==> config.mk <==
export PLATFORM = sky130hd
export DESIGN_NAME = pa_reg_file
export DESIGN_NICKNAME = d
export VERILOG_FILES = /design/src/rtl/roe_pkg.sv /design/src/rtl/pa_clr_seq.sv /design/src/rtl/pa_reg_file.sv
export SDC_FILE = /design/constraint.sdc
export NUM_CORES = 1
export LEC_CHECK = 0
export CAP_MARGIN = 25
export CORE_ASPECT_RATIO = 0.7
export CORE_MARGIN = 3
export CORE_UTILIZATION = 54
export CTS_CLUSTER_DIAMETER = 50
export DETAILED_ROUTE_END_ITERATION = 8
export GPL_TIMING_DRIVEN = 0
export PLACE_DENSITY = 0.76
export SLEW_MARGIN = 20
export SYNTH_ARGS = -nofsm -noshare
export SYNTH_HDL_FRONTEND = slang
export SYNTH_SLANG_ARGS = --single-unit
==> constraint.sdc <==
create_clock -name clk -period 2.2 [get_ports clk]
set_input_delay 0.44 -clock clk [delete_from_list [all_inputs] [get_ports clk]]
set_output_delay 0.44 -clock clk [all_outputs]
set_load 0.01 [all_outputs]
==> src/rtl/roe_pkg.sv <==
// ---------------------------------------------------------------------------
// roe_pkg
// Shared constants and types for the R.O.E operand register file.
//   REG_W      data width of one register
//   REG_AW     register address width (16 registers)
//   PA_W       play-area (bank) field width, upper bits of a register address
//   BANK_SIZE  registers per play-area bank
//   clr_state_t  states of the bank-clear sequencer
// ---------------------------------------------------------------------------
package roe_pkg;

  localparam int REG_W     = 8;
  localparam int REG_AW    = 4;
  localparam int PA_W      = 2;
  localparam int BANK_SIZE = 4;

  typedef enum logic [1:0] {
    CLR_IDLE,
    CLR_RUN,
    CLR_DONE
  } clr_state_t;

endpackage

==> src/rtl/pa_clr_seq.sv <==
// ---------------------------------------------------------------------------
// pa_clr_seq
// Bank-clear sequencer. On an accepted request it walks every register of one
// play-area bank, one register per cycle, then pulses done for one cycle.
// Ports:
//   clk, rst_n   clock, asynchronous active-low reset
//   clr_req      clear request, only accepted while idle
//   clr_bank     bank to clear, captured together with an accepted request
//   clr_we       clear write strobe toward the storage array
//   clr_addr     register being cleared this cycle, {bank, idx}
//   clr_busy     high while clear writes are in progress
//   clr_done     one-cycle pulse after the final clear write
// ---------------------------------------------------------------------------
module pa_clr_seq #(
  parameter int AW        = roe_pkg::REG_AW,
  parameter int BANK_SIZE = roe_pkg::BANK_SIZE
) (
  input  logic                            clk,
  input  logic                            rst_n,
  input  logic                            clr_req,
  input  logic [AW-$clog2(BANK_SIZE)-1:0] clr_bank,
  output logic                            clr_we,
  output logic [AW-1:0]                   clr_addr,
  output logic                            clr_busy,
  output logic                            clr_done
);
  import roe_pkg::*;

  localparam int IW = $clog2(BANK_SIZE);
  localparam int BW = AW - IW;
  localparam logic [IW-1:0] LP_LAST_IDX = IW'(BANK_SIZE - 1);

  clr_state_t      r_state;
  clr_state_t      w_state_next;
  logic [BW-1:0]   r_bank;
  logic [IW-1:0]   r_idx;

  always_ff @(posedge clk or negedge rst_n) begin
    if (!rst_n) begin
      r_state <= CLR_IDLE;
      r_bank  <= '0;
      r_idx   <= '0;
    end else begin
      r_state <= w_state_next;
      if (r_state == CLR_IDLE && clr_req) begin
        r_bank <= clr_bank;
        r_idx  <= '0;
      end else if (r_state == CLR_RUN) begin
        // Wraps back to 0 on the final clear write, exactly when the state leaves RUN.
        r_idx <= r_idx + 1'b1;
      end
    end
  end

  always_comb begin
    w_state_next = r_state;
    clr_we       = 1'b0;
    clr_busy     = 1'b0;
    clr_done     = 1'b0;
    case (r_state)
      CLR_IDLE: begin
        if (clr_req) begin
          w_state_next = CLR_RUN;
        end
      end
      CLR_RUN: begin
        clr_we   = 1'b1;
        clr_busy = 1'b1;
        if (r_idx == LP_LAST_IDX) begin
          w_state_next = CLR_DONE;
        end
      end
      CLR_DONE: begin
        // Requests seen here are dropped; the next one is taken in IDLE.
        clr_done     = 1'b1;
        w_state_next = CLR_IDLE;
      end
      default: begin
        w_state_next = CLR_IDLE;
      end
    endcase
  end

  assign clr_addr = {r_bank, r_idx};

endmodule

==> src/rtl/pa_reg_file.sv <==
// ---------------------------------------------------------------------------
// pa_reg_file
// Play-area register file between operand decode and the ALU.
// Two combinational read ports with write-to-read bypass, one synchronous
// write port, and a bank-clear sequencer that zeroes one play-area bank.
// Ports:
//   clk, rst_n              clock, asynchronous active-low reset
//   rd_addr_a / rd_data_a   read port A
//   rd_addr_b / rd_data_b   read port B
//   wr_en, wr_addr, wr_data write port, sampled at the rising edge
//   clr_req, clr_bank       bank-clear request and bank number
//   clr_busy, clr_done      clear in progress / one-cycle completion pulse
// ---------------------------------------------------------------------------
module pa_reg_file #(
  parameter int W         = roe_pkg::REG_W,
  parameter int AW        = roe_pkg::REG_AW,
  parameter int BANK_SIZE = roe_pkg::BANK_SIZE
) (
  input  logic                            clk,
  input  logic                            rst_n,
  input  logic [AW-1:0]                   rd_addr_a,
  output logic [W-1:0]                    rd_data_a,
  input  logic [AW-1:0]                   rd_addr_b,
  output logic [W-1:0]                    rd_data_b,
  input  logic                            wr_en,
  input  logic [AW-1:0]                   wr_addr,
  input  logic [W-1:0]                    wr_data,
  input  logic                            clr_req,
  input  logic [AW-$clog2(BANK_SIZE)-1:0] clr_bank,
  output logic                            clr_busy,
  output logic                            clr_done
);

  localparam int NREG = 2 ** AW;

  logic [NREG-1:0][W-1:0] r_regs;
  logic [NREG-1:0][W-1:0] w_regs_next;
  logic                   w_clr_we;
  logic [AW-1:0]          w_clr_addr;

  pa_clr_seq #(
    .AW        (AW),
    .BANK_SIZE (BANK_SIZE)
  ) u_clr_seq (
    .clk      (clk),
    .rst_n    (rst_n),
    .clr_req  (clr_req),
    .clr_bank (clr_bank),
    .clr_we   (w_clr_we),
    .clr_addr (w_clr_addr),
    .clr_busy (clr_busy),
    .clr_done (clr_done)
  );

  // Per-register next value: the port write outranks a clear write aimed at
  // the same register; the clear sequencer keeps advancing regardless.
  generate
    for (genvar gi = 0; gi < NREG; gi++) begin : g_reg
      localparam logic [AW-1:0] LP_ADDR = AW'(gi);
      logic w_port_hit;
      logic w_clr_hit;
      assign w_port_hit = wr_en && (wr_addr == LP_ADDR);
      assign w_clr_hit  = w_clr_we && (w_clr_addr == LP_ADDR);
      assign w_regs_next[gi] = w_port_hit ? wr_data :
                               w_clr_hit  ? '0      : r_regs[gi];
    end
  endgenerate

  always_ff @(posedge clk or negedge rst_n) begin
    if (!rst_n) begin
      r_regs <= '0;
    end else begin
      r_regs <= w_regs_next;
    end
  end

  // Only port writes are forwarded; a cleared register reads 0 from the next cycle.
  assign rd_data_a = (wr_en && (wr_addr == rd_addr_a)) ? wr_data : r_regs[rd_addr_a];
  assign rd_data_b = (wr_en && (wr_addr == rd_addr_b)) ? wr_data : r_regs[rd_addr_b];

endmodule

==> run summary <==
Worst IR Drop VDD = 0.7258 mV
initial antenna violation count = 0
n_diodes = 0
Hold Crit Class = input pin to asynchronous set/reset pin
number of synthesized register bits = 134
initial core utilization = 0.5570
post-route insts no fill = 771
Clock Latency Late Sink = 0.42 ns
die height = 104.0 um
Area contributors post-synth = dfrtp_1 45%, mux4_2 19%, a22o_1 15%, mux2i_1 6.6%, mux2_2 2.9%
fin crit share = 1.170
port bufs = 23
CP max stage cell = mux4_2
Die ar. = 15200 sq um
placed cells = 719
row cnt = 35
clock slew at reported path FFs = 0.06 ns
post-synth top area cell = dfrtp_1
Final Util = 0.6755
synth cell count leaders = 134 x dfrtp_1, 129 x a22o_1, 64 x mux4_2
remaining antenna violation count = 0
dpl hpwl = 15.34 mm
Mapped Area = 7416 sq um
CP delay by family, top = multiplexers
violated checks = negative setup slack
status = finished with violations
drt pass-1 iters = 5
cell area after layout = 8992 sq um
CTS tree = built
Async SR Flop Fraction = 1.000
Fmax = 0.3885 GHz
total congestion overflow = 0
max incr delay on CP = 0.57 ns
CTS max path bufs = 2
post-synth cell types = 34
Vias/cell = 7.399
syn_area_per_cell = 14.54 sq um
Final #Nets = 603
CP Max Fanout = 3
layout cell share with drive strength beyond 1 = 0.3754
count leader, synth = dfrtp_1
post-synthesis cell count = 510
number of buffers created by CTS = 17
per-cell routed wire length = 30.40 um
gpl congestion = 0.8983
Placed Area = 7958 sq um
pin count of the biggest net entering global routing = 101
PwrDens = 1380 nW/um^2
WP data required = 1.76 ns
RSZ-0062 raised after global routing = true
worst-path cell chain = mux4_2 -> mux2i_1 -> mux2i_1 -> mux2_4 -> buf_6
top-area cell type share of the netlist area = 0.4522
Setup violations, final = 16
I/O Pins = 44
Slew Viols, Final = 0
Routed Wire Length = 23.44 mm
syn_nets = 540
vias = 5705
Slew HR = 0.3063
Final min period = 2.574 ns
final hold violation count = 0
Yosys warning count = 0
Crit path top cell by count = mux2i_1
H-tree depth = 4
GRT Util Overall = 0.3169
Post-synth EDFFs = 0
Residual DRC = 0
first-pass GRT wire length = 35.58 mm
Crit. End Element = primary output
Post-Route Hold Slack = 0.4757 ns
Worst-Margin Slew = 1.036 ns
WP buf/inv = 1
CTS root buf = clkbuf_16
Die X = 146.1 um
max-cap viol count = 0
WS Path Type = register to primary output
Leak Pwr = 0.003968 uW
Synth Flop Type = dfrtp_1
crit path launch type = register
final setup margin = -0.3740 ns
Layout Skew = 0.008197 ns
Worst EP arrival = 2.13 ns
sequential area share after synthesis = 0.4522
core area = 13310 sq um
dpl ws = -1.156 ns
vias in the first global route = 5675
Starting DRT DRC Count = 781
Area Growth Syn to Fin = 21.26%
CTS Sinks = 134
-- sequential cells by signal (all words and copies together), names as in the netlist --
| signal | cells |
|---|---|
| r_regs | 128 |
| u_clr_seq.r_bank | 2 |
| u_clr_seq.r_idx | 2 |
| u_clr_seq.r_state | 2 |
-- per-layer routing --
layer | global-route usage | vias up | wire length (um)
li1 | - | 2213 | -
met1 | 0.4530 | 2937 | 9063
met2 | 0.4554 | 495 | 10460
met3 | 0.1272 | 60 | 3381
met4 | 0.08658 | 0 | 535
met5 | 0 | - | 0
-- kinds of logic (layout without fill, tap and decap cells) --
family,Yosys count,after routing,synth area share
AOI/OAI and AO/OA,146,146,0.1734
DFF,134,134,0.4522
muxes,132,132,0.2894
buffers and inverters,51,127,0.03273
and+or+nand+nor,35,35,0.03611
xor gates and xnor gates,8,8,0.009449
adders and majority gates,4,4,0.006749
-- placed cells by master (no fill, tap or decap), types with 8 or more instances in the layout --
cell / synthesis / final
buf_12: 0 / 8
buf_2: 17 / 11
buf_6: 2 / 19
clkbuf_1: 16 / 10
dfrtp_1: 134 / 134
buf_4: 4 / 19
mux2i_1: 49 / 35
mux4_2: 64 / 64
a22o_1: 129 / 129
mux2_4: 0 / 8
mux2_2: 19 / 11
buf_1: 9 / 8
clkbuf_16: 0 / 17
-- layout make-up --
cell class / instances / area (sq um)
flip-flops and latches: 134 / 3353
well taps: 185 / 231.5
multi-input cells: 325 / 3981
clock buffers: 19 / 442.9
plain buffers: 48 / 345.3
inverters: 3 / 11.26
fillers: 923 / 4320
repair buffers: 44 / 471.7
clock inverters: 13 / 155.1
-- repair_timing --
action | in CTS | in global routing
hold endpoints to repair | 34 | 0
pin swaps | 2 | 0
resized for setup | 133 | 6
buffers inserted | 13 | 5
hold buffers | 1 | 0
cloned | 0 | 0
setup endpoints to repair | 41 | 70
-- power by group --
group	switching (uW)	internal, uW
clock network	1110	1810
logic	2050	2770
registers	1050	3640
-- through the flow --
stage | TNS, ns | total power (uW)
after CTS | -4.816 | 12120
after detailed placement | -53.65 | 8785
after global routing | -5.837 | 12890
final | -5.093 | 12410
after floorplan | 0 | 7272
after global placement | -644.69 | 8606
-- final timing paths --
| kind | depth (start not counted) | to | start | slack, ns |
|---|---|---|---|---|
| setup reg to reg | 5 | r_regs[35]$_DFFE_PN0P_ | u_clr_seq.r_state[0]$_DFFE_PN0P_ | 0.22 |
| max in group asynchronous | 3 | r_regs[54]$_DFFE_PN0P_ | rst_n | 0.94 |
| min in group clk | 1 | u_clr_seq.r_state[0]$_DFFE_PN0P_ | u_clr_seq.r_state[1]$_DFFE_PN0P_ | 0.50 |
| setup / recovery | 5 | rd_data_b[3] | r_regs[123]$_DFFE_PN0P_ | -0.37 |
| hold reg to reg | 1 | u_clr_seq.r_state[0]$_DFFE_PN0P_ | u_clr_seq.r_state[1]$_DFFE_PN0P_ | 0.50 |
| hold / removal | 2 | r_regs[14]$_DFFE_PN0P_ | rst_n | 0.48 |
No activity file was read; power rests on OpenSTA's default activity.
